--- config.mk ---
export PLATFORM = sky130hd
export DESIGN_NAME = spi_rx_master
export DESIGN_NICKNAME = d
export VERILOG_FILES = /design/src/rtl/spi_pkg.sv /design/src/rtl/spi_tick_gen.sv /design/src/rtl/spi_rx_master.sv
export SDC_FILE = /design/constraint.sdc
export NUM_CORES = 1
export LEC_CHECK = 0
export CAP_MARGIN = 40
export CELL_PAD_IN_SITES_DETAIL_PLACEMENT = 1
export CELL_PAD_IN_SITES_GLOBAL_PLACEMENT = 1
export CORE_ASPECT_RATIO = 0.9
export CORE_UTILIZATION = 41
export CTS_BUF_LIST = sky130_fd_sc_hd__clkbuf_8 sky130_fd_sc_hd__clkbuf_16
export DETAILED_ROUTE_END_ITERATION = 8
export PLACE_DENSITY = 0.87
export SLEW_MARGIN = 10
export SYNTH_ARGS = -nofsm -noshare
export SYNTH_HDL_FRONTEND = slang
export SYNTH_SLANG_ARGS = --single-unit
--- constraint.sdc ---
create_clock -name clk -period 2.1 [get_ports clk]
set_input_delay 0.42 -clock clk [delete_from_list [all_inputs] [get_ports clk]]
set_output_delay 0.42 -clock clk [all_outputs]
set_load 0.02 [all_outputs]
--- src/rtl/spi_pkg.sv ---
// -----------------------------------------------------------------------------
// spi_pkg
// Shared types and constants for the read-only SPI master.
//   spi_state_t  : controller state encoding (IDLE, SETUP, SHIFT, GAP)
//   DEF_CLK_DIV  : default clk cycles per SCLK half-period
//   DEF_NBITS    : default frame length in bits
//   frame_cycles : clk edges from the edge that samples spi_ena up to and
//                  including the edge that raises spi_not_busy again
// -----------------------------------------------------------------------------
package spi_pkg;

   typedef enum logic [1:0] {
      IDLE  = 2'd0,
      SETUP = 2'd1,
      SHIFT = 2'd2,
      GAP   = 2'd3
   } spi_state_t;

   localparam int DEF_CLK_DIV = 4;
   localparam int DEF_NBITS   = 32;

   // SETUP + SHIFT + GAP occupy CLK_DIV*(2*NBITS+2) cycles; the extra one is
   // the IDLE edge that accepts the request.
   function automatic int frame_cycles(input int clk_div, input int nbits);
      return clk_div * (2 * nbits + 2) + 1;
   endfunction

endpackage

--- src/rtl/spi_tick_gen.sv ---
// -----------------------------------------------------------------------------
// spi_tick_gen
// Free-running modulo-CLK_DIV counter that paces the SPI phases.
// Ports:
//   clk   : system clock
//   rst_n : synchronous active-low reset
//   clr   : synchronous clear, holds the count at zero
//   tick  : high in the last cycle of each CLK_DIV-cycle period (wrap cycle)
// -----------------------------------------------------------------------------
module spi_tick_gen #(
   parameter int CLK_DIV = 4
) (
   input  logic clk,
   input  logic rst_n,
   input  logic clr,
   output logic tick
);

   localparam int CW = $clog2(CLK_DIV) + 1;

   logic [CW-1:0] cnt;

   assign tick = (cnt == CW'(CLK_DIV - 1));

   // NOTE: sequential state uses non-blocking assignments so every register
   // samples the pre-edge values of its neighbours, independent of block order.
   always_ff @(posedge clk) begin
      if (!rst_n) begin
         cnt <= '0;
      end else if (clr || tick) begin
         cnt <= '0;
      end else begin
         cnt <= cnt + CW'(1);
      end
   end

endmodule

--- src/rtl/spi_rx_master.sv ---
// -----------------------------------------------------------------------------
// spi_rx_master
// Read-only SPI master, CPOL=0 / CPHA=0, MSB first. On a spi_ena request it
// asserts cs_n, waits one half-period, clocks NBITS bits in on rising SCLK,
// publishes the frame and holds cs_n high for one half-period before idling.
// Ports:
//   clk          : system clock, all logic on posedge
//   rst_n        : synchronous active-low reset, aborts any transfer
//   spi_ena      : transfer request, level-sensitive, only looked at in IDLE
//   miso         : serial data from the converter
//   sclk         : SPI clock, idle low
//   cs_n         : chip select, active low
//   spi_not_busy : high only while IDLE
//   spi_rx_data  : last completed frame, MSB = first bit received
//   rx_valid     : one-cycle pulse when spi_rx_data updates
// -----------------------------------------------------------------------------
module spi_rx_master
   import spi_pkg::*;
#(
   parameter int CLK_DIV = DEF_CLK_DIV,
   parameter int NBITS   = DEF_NBITS
) (
   input  logic             clk,
   input  logic             rst_n,
   input  logic             spi_ena,
   input  logic             miso,
   output logic             sclk,
   output logic             cs_n,
   output logic             spi_not_busy,
   output logic [NBITS-1:0] spi_rx_data,
   output logic             rx_valid
);

   localparam int BW = $clog2(NBITS) + 1;

   spi_state_t       state, state_nxt;
   logic             tick;
   logic [BW-1:0]    bit_cnt, bit_cnt_nxt;
   logic [NBITS-1:0] shreg;
   logic             sclk_nxt, cs_n_nxt, not_busy_nxt, rx_valid_nxt;
   logic             shift_en, load_en;

   // The divider is parked at zero in IDLE, so each phase starts a fresh
   // CLK_DIV period; phase transitions coincide with its wrap.
   spi_tick_gen #(
      .CLK_DIV (CLK_DIV)
   ) u_tick (
      .clk   (clk),
      .rst_n (rst_n),
      .clr   (state == IDLE),
      .tick  (tick)
   );

   // NOTE: every signal written here gets a default first, so no path through
   // the case leaves a value unassigned and no latch is inferred.
   always_comb begin
      state_nxt    = state;
      sclk_nxt     = sclk;
      cs_n_nxt     = cs_n;
      not_busy_nxt = spi_not_busy;
      rx_valid_nxt = 1'b0;
      bit_cnt_nxt  = bit_cnt;
      shift_en     = 1'b0;
      load_en      = 1'b0;

      case (state)
         IDLE: begin
            sclk_nxt     = 1'b0;
            cs_n_nxt     = 1'b1;
            not_busy_nxt = 1'b1;
            if (spi_ena) begin
               state_nxt    = SETUP;
               cs_n_nxt     = 1'b0;
               not_busy_nxt = 1'b0;
            end
         end

         SETUP: begin
            if (tick) begin
               state_nxt   = SHIFT;
               bit_cnt_nxt = '0;
            end
         end

         SHIFT: begin
            if (tick) begin
               if (!sclk) begin
                  // Rising edge: sample miso as seen at this clk edge.
                  sclk_nxt    = 1'b1;
                  shift_en    = 1'b1;
                  bit_cnt_nxt = bit_cnt + BW'(1);
               end else if (bit_cnt == BW'(NBITS)) begin
                  // Falling edge after the last rise closes the frame.
                  sclk_nxt     = 1'b0;
                  load_en      = 1'b1;
                  rx_valid_nxt = 1'b1;
                  cs_n_nxt     = 1'b1;
                  state_nxt    = GAP;
               end else begin
                  sclk_nxt = 1'b0;
               end
            end
         end

         GAP: begin
            if (tick) begin
               state_nxt    = IDLE;
               not_busy_nxt = 1'b1;
            end
         end

         default: begin
            state_nxt    = IDLE;
            sclk_nxt     = 1'b0;
            cs_n_nxt     = 1'b1;
            not_busy_nxt = 1'b1;
         end
      endcase
   end

   always_ff @(posedge clk) begin
      if (!rst_n) begin
         state        <= IDLE;
         sclk         <= 1'b0;
         cs_n         <= 1'b1;
         spi_not_busy <= 1'b1;
         rx_valid     <= 1'b0;
         bit_cnt      <= '0;
         shreg        <= '0;
         spi_rx_data  <= '0;
      end else begin
         state        <= state_nxt;
         sclk         <= sclk_nxt;
         cs_n         <= cs_n_nxt;
         spi_not_busy <= not_busy_nxt;
         rx_valid     <= rx_valid_nxt;
         bit_cnt      <= bit_cnt_nxt;
         // Shift written without a slice so NBITS=1 stays legal.
         if (shift_en) begin
            shreg <= (shreg << 1) | NBITS'(miso);
         end
         if (load_en) begin
            spi_rx_data <= shreg;
         end
      end
   end

endmodule

### Word level (Yosys, flattened, before mapping)

Cells that the tools add are included.

| cells by class | value |
|---|---|
| add/sub/neg operators | 2 |
| eq/ne operators | 12 |
| mux-type cells | 27 |
| bitwise gates (word level) | 2 |
| reduce and logical (&&, ||, !) cells | 11 |

Operator list:

| cell | number |
|---|---|
| $or A32 B1 Y32 | 1 |
| $mux W6 | 3 |
| $mux W1 | 13 |
| $mux W2 | 6 |
| $pmux W6 S2 | 1 |
| $ne A2 B2 Y1 const B | 4 |
| $pmux W2 S4 | 1 |
| $reduce_and A4 Y1 | 2 |
| $add A6 B1 Y6 const B | 1 |
| $eq A6 B6 Y1 const B | 1 |
| $ne A2 B1 Y1 const B | 3 |
| $pmux W1 S2 | 3 |
| $reduce_and A6 Y1 | 1 |
| $reduce_bool A2 Y1 | 3 |
| $eq A2 B2 Y1 const B | 2 |
| $reduce_and A2 Y1 | 2 |
| $add A3 B1 Y3 const B | 1 |
| $eq A3 B2 Y1 const B | 1 |
| $eq A2 B1 Y1 const B | 1 |
| $logic_not A2 Y1 | 1 |
| $reduce_or A2 Y1 | 1 |
| $logic_or A1 B1 Y1 | 1 |
| $not A1 Y1 | 1 |

| word-level totals | value |
|---|---|
| bits in registers | 79 |
| input port bits | 4 |
| word-level logic and storage cells | 63 |

### Depth between registers and ports, before layout

Gate-level depths: netlist of run 1.

| logic depth | value |
|---|---|
| word-level depth | 5 |
| depth in mapped cells | 9 |
| mapped depth without buffers | 6 |

### By module

From an unflattened synthesis of run 1, not the netlist that was laid out.

| unflattened totals | value |
|---|---|
| cells, all modules | 366 |
| area, all modules | 3150.5 um2 |

Modules (own cells, without submodules):

| module | instances | cells each | area each (um2) | seq. area each (um2) |
|---|---|---|---|---|
| spi_rx_master | 1 | 357 | 3031.7 | 1521.5 |
| spi_tick_gen | 1 | 9 | 118.9 | 60.1 |

### Worst setup path after synthesis of run 1

OpenSTA, ideal clock, no wires.

| timing path | value |
|---|---|
| kind | reg2reg |
| start | register state[0] |
| end | register bit_cnt[4] |
| data arrival time | 1522 ps |
| required time | 2030 ps |
| path slack | 508 ps |
| cell stages (with the launch flop) | 7 |
| buffers on the path | 0 |
| path through | dfxtp_1 -> inv_1 -> ha_1 -> and2b_2 -> o211ai_1 -> or3_1 -> a21oi_1 |

| on the way | value |
|---|---|
| longest elaborated chain between the ends | 3 |
| elaborated cells between the ends (all ways) | 8 |

RTL lines:

| item | line | text |
|---|---|---|
| from (decl) | spi_rx_master.sv:36 | `spi_state_t state, state_nxt;` |
| from (signal assigned) | spi_rx_master.sv:132 | `state <= state_nxt;` |
| $eq A2 B2 Y1 / $eq A2 B1 Y1 (equally long branches) | spi_rx_master.sv:66 | `case (state)` |
| $ne A2 B2 Y1 (no line) (tied with other cells) | -- |  |
| $reduce_and A4 Y1 (no line) | -- |  |
| to (signal assigned) | spi_rx_master.sv:137 | `bit_cnt <= bit_cnt_nxt;` |
| to (decl) | spi_rx_master.sv:38 | `logic [BW-1:0] bit_cnt, bit_cnt_nxt;` |

Parallel ways exist; a longest one is shown, timed or not.
A chain may end at the register's enable or synchronous reset.

### Final worst setup path of run 1

| timing path | value |
|---|---|
| start | register sclk |
| end | output sclk |

RTL lines:

| item | line | text |
|---|---|---|
| from (decl) | spi_rx_master.sv:27 | `output logic sclk,` |
| from (signal assigned) | spi_rx_master.sv:133 | `sclk <= sclk_nxt;` |

No word-level cell between the ends.

==> impl_metrics.toml, run 1 <==
[synth]
syn_area_um2 = 3010
synth_cells = 328
synth_common_cells = "dfxtp_1, nand2_1, nor2_1"
syn_nets = 340
async_flop_share_pct = 0
synth_top_area_cell = "dfxtp_1"
synth_cell_types = 37
synth_edf_count = 0
yosysMostFrequentCell = "dfxtp_1"
synth-seq-area-share_pct = 52.6
synthTopCellsByArea = "dfxtp_1, mux2i_1, nand2_1"
ys_warn_count = 0
synthFlopType = "dfxtp_1"
yosysTopAreaCellShare_pct = 52.6
synth_seq_cells = 79
synth_area_per_cell_um2 = 9.16

[critical_path]
crit_type = "register to primary output"
critical_path_required_ns = 1.68
path_delay_family = "buffers and inverters"
path_cells = "clkdlybuf4s50_1"
startpoint_type = "register"
crit_fanout = 6
r2r_slack_ns = 0.27
worstPathArrival_ns = 1.45
endpoint_kind = "primary output"
critPathBufInv = 1
max_stage_delay_ns = 0.65
critPathSlowestCell = "clkdlybuf4s50_1"

[cts]
cts_sinks = 79
cts_tree = "yes"
clkLatencyLatePin_ns = 0.35
cts-resized-gates = 0
cts_buffers = 9
cts_setup_buffers = 0
clockBufferDepth = 2
htree_levels = 3
clkTransAtPathRegs_ns = 0.08
postCtsHoldBufs = 0
cts-root-buf = "clkbuf_8"

[drt]
drc_errors = 0
detail_route.iter0.violations = 110
drtPass1Iterations = 4
ant_nets = 0
via_per_inst = 4.99
wire_per_inst_um = 14.6
routed_wl_um = 6750
vias = 2305

[grt]
antenna_found_initial = 0
grt_pass1_vias = 2366
grt_pass1_wl_um = 11400
grt-ovfl-total = 0
grt_usage_pct = 19.4
grt_max_degree = 69

[sta]
report.final.slew_viol_count = 0
setup_viol = 0
tns_ns = 0
period_minus_slack_ns = 1.87
relSlewSlack_pct = 77.8
worst_clock_skew_ns = 0.00803
finalHoldViolations = 0
grt_setup_unrepaired = "false"
finalWorstSetupSlack_ns = 0.231
tightestPinTransition_ns = 0.331
min_period_over_period_pct = 89.0
clock.fmax_mhz = 535

[flow_run]
max_cap_viol_count = 0

[place]
port-buffer-count = 39
hpwlAfterDp_um = 4280
place.gp.congestion = 0.799
dp_slack_ns = 0.324

[power_and_ir_drop]
peakVddDrop_mv = 0.435
total_power_mw = 3.10
leakagePower_nw = 1.55
powerDensity_nw_per_um2 = 841

[floorplanning]
die_w_um = 92.2
start_util_pct = 42.5
die_y_um = 83.2
coreArea_um2 = 7080
fp-row-count = 29
ios = 40
die-area_um2 = 7680

[cells_and_area]
final_nets = 376
utilization_pct = 52.1
syn_to_final_growth_pct = 22.7
drive_gt1_share_pct = 7.05
antenna_cells = 0
fill_cells = 823

[outcome]
status = "finished clean"

[worst_hold_path]
hp-class = "register to register"
[area by class of cell]
class	instances	area [um2]	area share (%)
inverter	7	26.3	0.713
sequential	79	1580	42.9
timing repair buffer	45	473	12.8
tap	93	116	3.16
clock buffer	10	138	3.73
multi-input combinational	222	1270	34.4
clock inverter	6	85.1	2.31
[per-layer routing]
layer | vias up | track usage, % | wire [um]
met5 | - | 0 | 0
met4 | 0 | 7.81 | 149
met3 | 13 | 6.23 | 231
met2 | 47 | 32.4 | 3420
met1 | 1100 | 22.8 | 2950
li1 | 1145 | - | -
[metrics by stage]
| stage | hold WS [ns] | cells | cell area (um2) |
|---|---|---|---|
| floorplan | 0.397 | 328 | 3010 |
| global placement | 0.410 | 446 | 3460 |
| detailed placement | 0.419 | 446 | 3460 |
| CTS | 0.430 | 462 | 3690 |
| global route | 0.462 | 462 | 3690 |
| finish | 0.429 | 462 | 3690 |
[flip-flops by register name, summed over array words and instances, names as in the netlist]
register	count
shreg	32
spi_rx_data	32
bit_cnt	6
u_tick.cnt	3
state	2
cs_n	1
rx_valid	1
sclk	1
spi_not_busy	1
[path summary, 6_finish.rpt]
kind	from	cells after the start	end
worst min register to register	u_tick.cnt[0]$_SDFF_PP0_	1	u_tick.cnt[0]$_SDFF_PP0_
worst max register to register	state[0]$_SDFFE_PN0P_	6	bit_cnt[4]$_SDFFE_PN0P_
worst max-delay path	sclk$_SDFFE_PN0P_	1	sclk
worst min-delay path	u_tick.cnt[0]$_SDFF_PP0_	1	u_tick.cnt[0]$_SDFF_PP0_
[logic make-up after synthesis]
family,Yosys count,share of synthesized area [%]
and+or+nand+nor,129,17.6
DFF,79,52.6
AOI/OAI and AO/OA,49,9.33
muxes,33,11.0
buffers and inverters,27,5.29
adders and majority gates,8,3.33
xor gates and xnor gates,3,0.874
[layout by cell type, fill, tap and decap left out, types with 2 or more instances in the layout]
master           count
a21oi_1             35
and3_1               2
buf_12               3
buf_4                3
bufinv_16            2
clkbuf_8            10
clkdlybuf4s50_1     39
dfxtp_1             79
ha_1                 8
inv_1                7
mux2i_1             33
nand2_1             72
nor2_1              42
o2111ai_1            2
o211ai_1             2
o21ai_0              3
xor2_1               3
[power by group]
group	switching [mW]	leakage [nW]	total [mW]	internal, mW
Combinational	0.180	0.802	0.303	0.123
Sequential	0.0270	0.637	1.56	1.53
Clock	0.542	0.114	1.24	0.697
Total	0.749	1.55	3.10	2.35
Power figures use the tool's default switching activity.
==> inputs of run 2 (changes only) <==
RECOVER_POWER = 50   (was unset)
==> impl_metrics.toml, run 2 (synthesized netlist as in run 1, its figures left out) <==
[outcome]
status = "finished clean"

[cells_and_area]
utilization_pct = 52.1
mostFrequentLayoutCells = "dfxtp_1, nand2_1, nor2_1"
syn_to_final_growth_pct = 22.6
top_regs = "shreg: 32 flops, spi_rx_data: 32 flops, bit_cnt: 6 flops"
final_nets = 376
antenna_cells = 0
layout_commonest_cell = "dfxtp_1"
drive_gt1_share_pct = 6.78
finalNonFillerCells = 462

[grt]
antenna_found_initial = 0
grt_usage_pct = 19.4
grt_pass1_vias = 2366
grt_max_degree = 69
grt_pass1_wl_um = 11400
grt-ovfl-total = 0

[sta]
period_minus_slack_ns = 1.87
finalHoldViolations = 0
tightestPinTransition_ns = 0.339
setup_viol = 0
report.final.slew_viol_count = 0
tns_ns = 0
min_period_over_period_pct = 89.0
grt_setup_unrepaired = "false"
finalWorstSetupSlack_ns = 0.231
clock.fmax_mhz = 535
relSlewSlack_pct = 77.4
worst_clock_skew_ns = 0.00781

[drt]
routed_wl_um = 6750
ant_nets = 0
drc_errors = 0
wire_per_inst_um = 14.6
drtPass1Iterations = 4
vias = 2297
via_per_inst = 4.97
detail_route.iter0.violations = 101

[power_and_ir_drop]
total_power_mw = 3.09
leakagePower_nw = 1.64
powerDensity_nw_per_um2 = 840
peakVddDrop_mv = 0.435

[cts]
clkLatencyLatePin_ns = 0.35
cts_sinks = 79
cts_buffers = 9
cts_setup_buffers = 0
postCtsHoldBufs = 0
clockBufferDepth = 2
clkTransAtPathRegs_ns = 0.08
cts_tree = "yes"
cts-root-buf = "clkbuf_8"
htree_levels = 3
cts-resized-gates = 0

[critical_path]
startpoint_type = "register"
path_delay_family = "buffers and inverters"
critPathBufInv = 1
worstPathArrival_ns = 1.45
crit_fanout = 6
path_cells = "clkdlybuf4s50_1"
max_stage_delay_ns = 0.65
critPathSlowestCell = "clkdlybuf4s50_1"
critical_path_required_ns = 1.68
endpoint_kind = "primary output"
crit_type = "register to primary output"

[floorplanning]
ios = 40
start_util_pct = 42.5
fp-row-count = 29
die_y_um = 83.2
die-area_um2 = 7680
die_w_um = 92.2
coreArea_um2 = 7080

[worst_hold_path]
hp-class = "register to register"

[place]
place_inst = 446
place.gp.congestion = 0.799
port-buffer-count = 39
dp_slack_ns = 0.324
hpwlAfterDp_um = 4280

[flow_run]
max_cap_viol_count = 0
run 2: routing by layer:
layer  GRT usage, %  share of wire (%)
met1           22.8                 44
met2           32.4                 51
met3           6.23                3.2
met4           7.81                1.9
met5              0                  0
run 2: layout make-up:
cell class	count	area, um2
clock buffer	10	138
multi-input combinational	222	1270
sequential	79	1580
tap	93	116
fill	824	3390
timing repair buffer	45	473
inverter	7	26.3
clock inverter	6	85.1
run 2: power by group:
part / internal (mW) / switching (mW)
Combinational: 0.117 / 0.181
Clock: 0.697 / 0.543
Sequential: 1.53 / 0.0260
run 2: through the flow:
stage	cell area [um2]	hold WS (ns)
2_1_floorplan	3010	0.397
4_1_cts	3690	0.430
6_report	3690	0.429
3_5_place_dp	3460	0.419
3_3_place_gp	3460	0.410
5_1_grt	3690	0.462
run 2: path summary, 6_finish.rpt:
path / from / endpoint / slack, ns / cells past startpoint
setup / recovery: sclk$_SDFFE_PN0P_ / sclk / 0.23 / 1
hold / removal: u_tick.cnt[0]$_SDFF_PP0_ / u_tick.cnt[0]$_SDFF_PP0_ / 0.43 / 1
setup reg to reg: state[0]$_SDFFE_PN0P_ / bit_cnt[4]$_SDFFE_PN0P_ / 0.24 / 6
hold reg to reg: u_tick.cnt[0]$_SDFF_PP0_ / u_tick.cnt[0]$_SDFF_PP0_ / 0.43 / 1
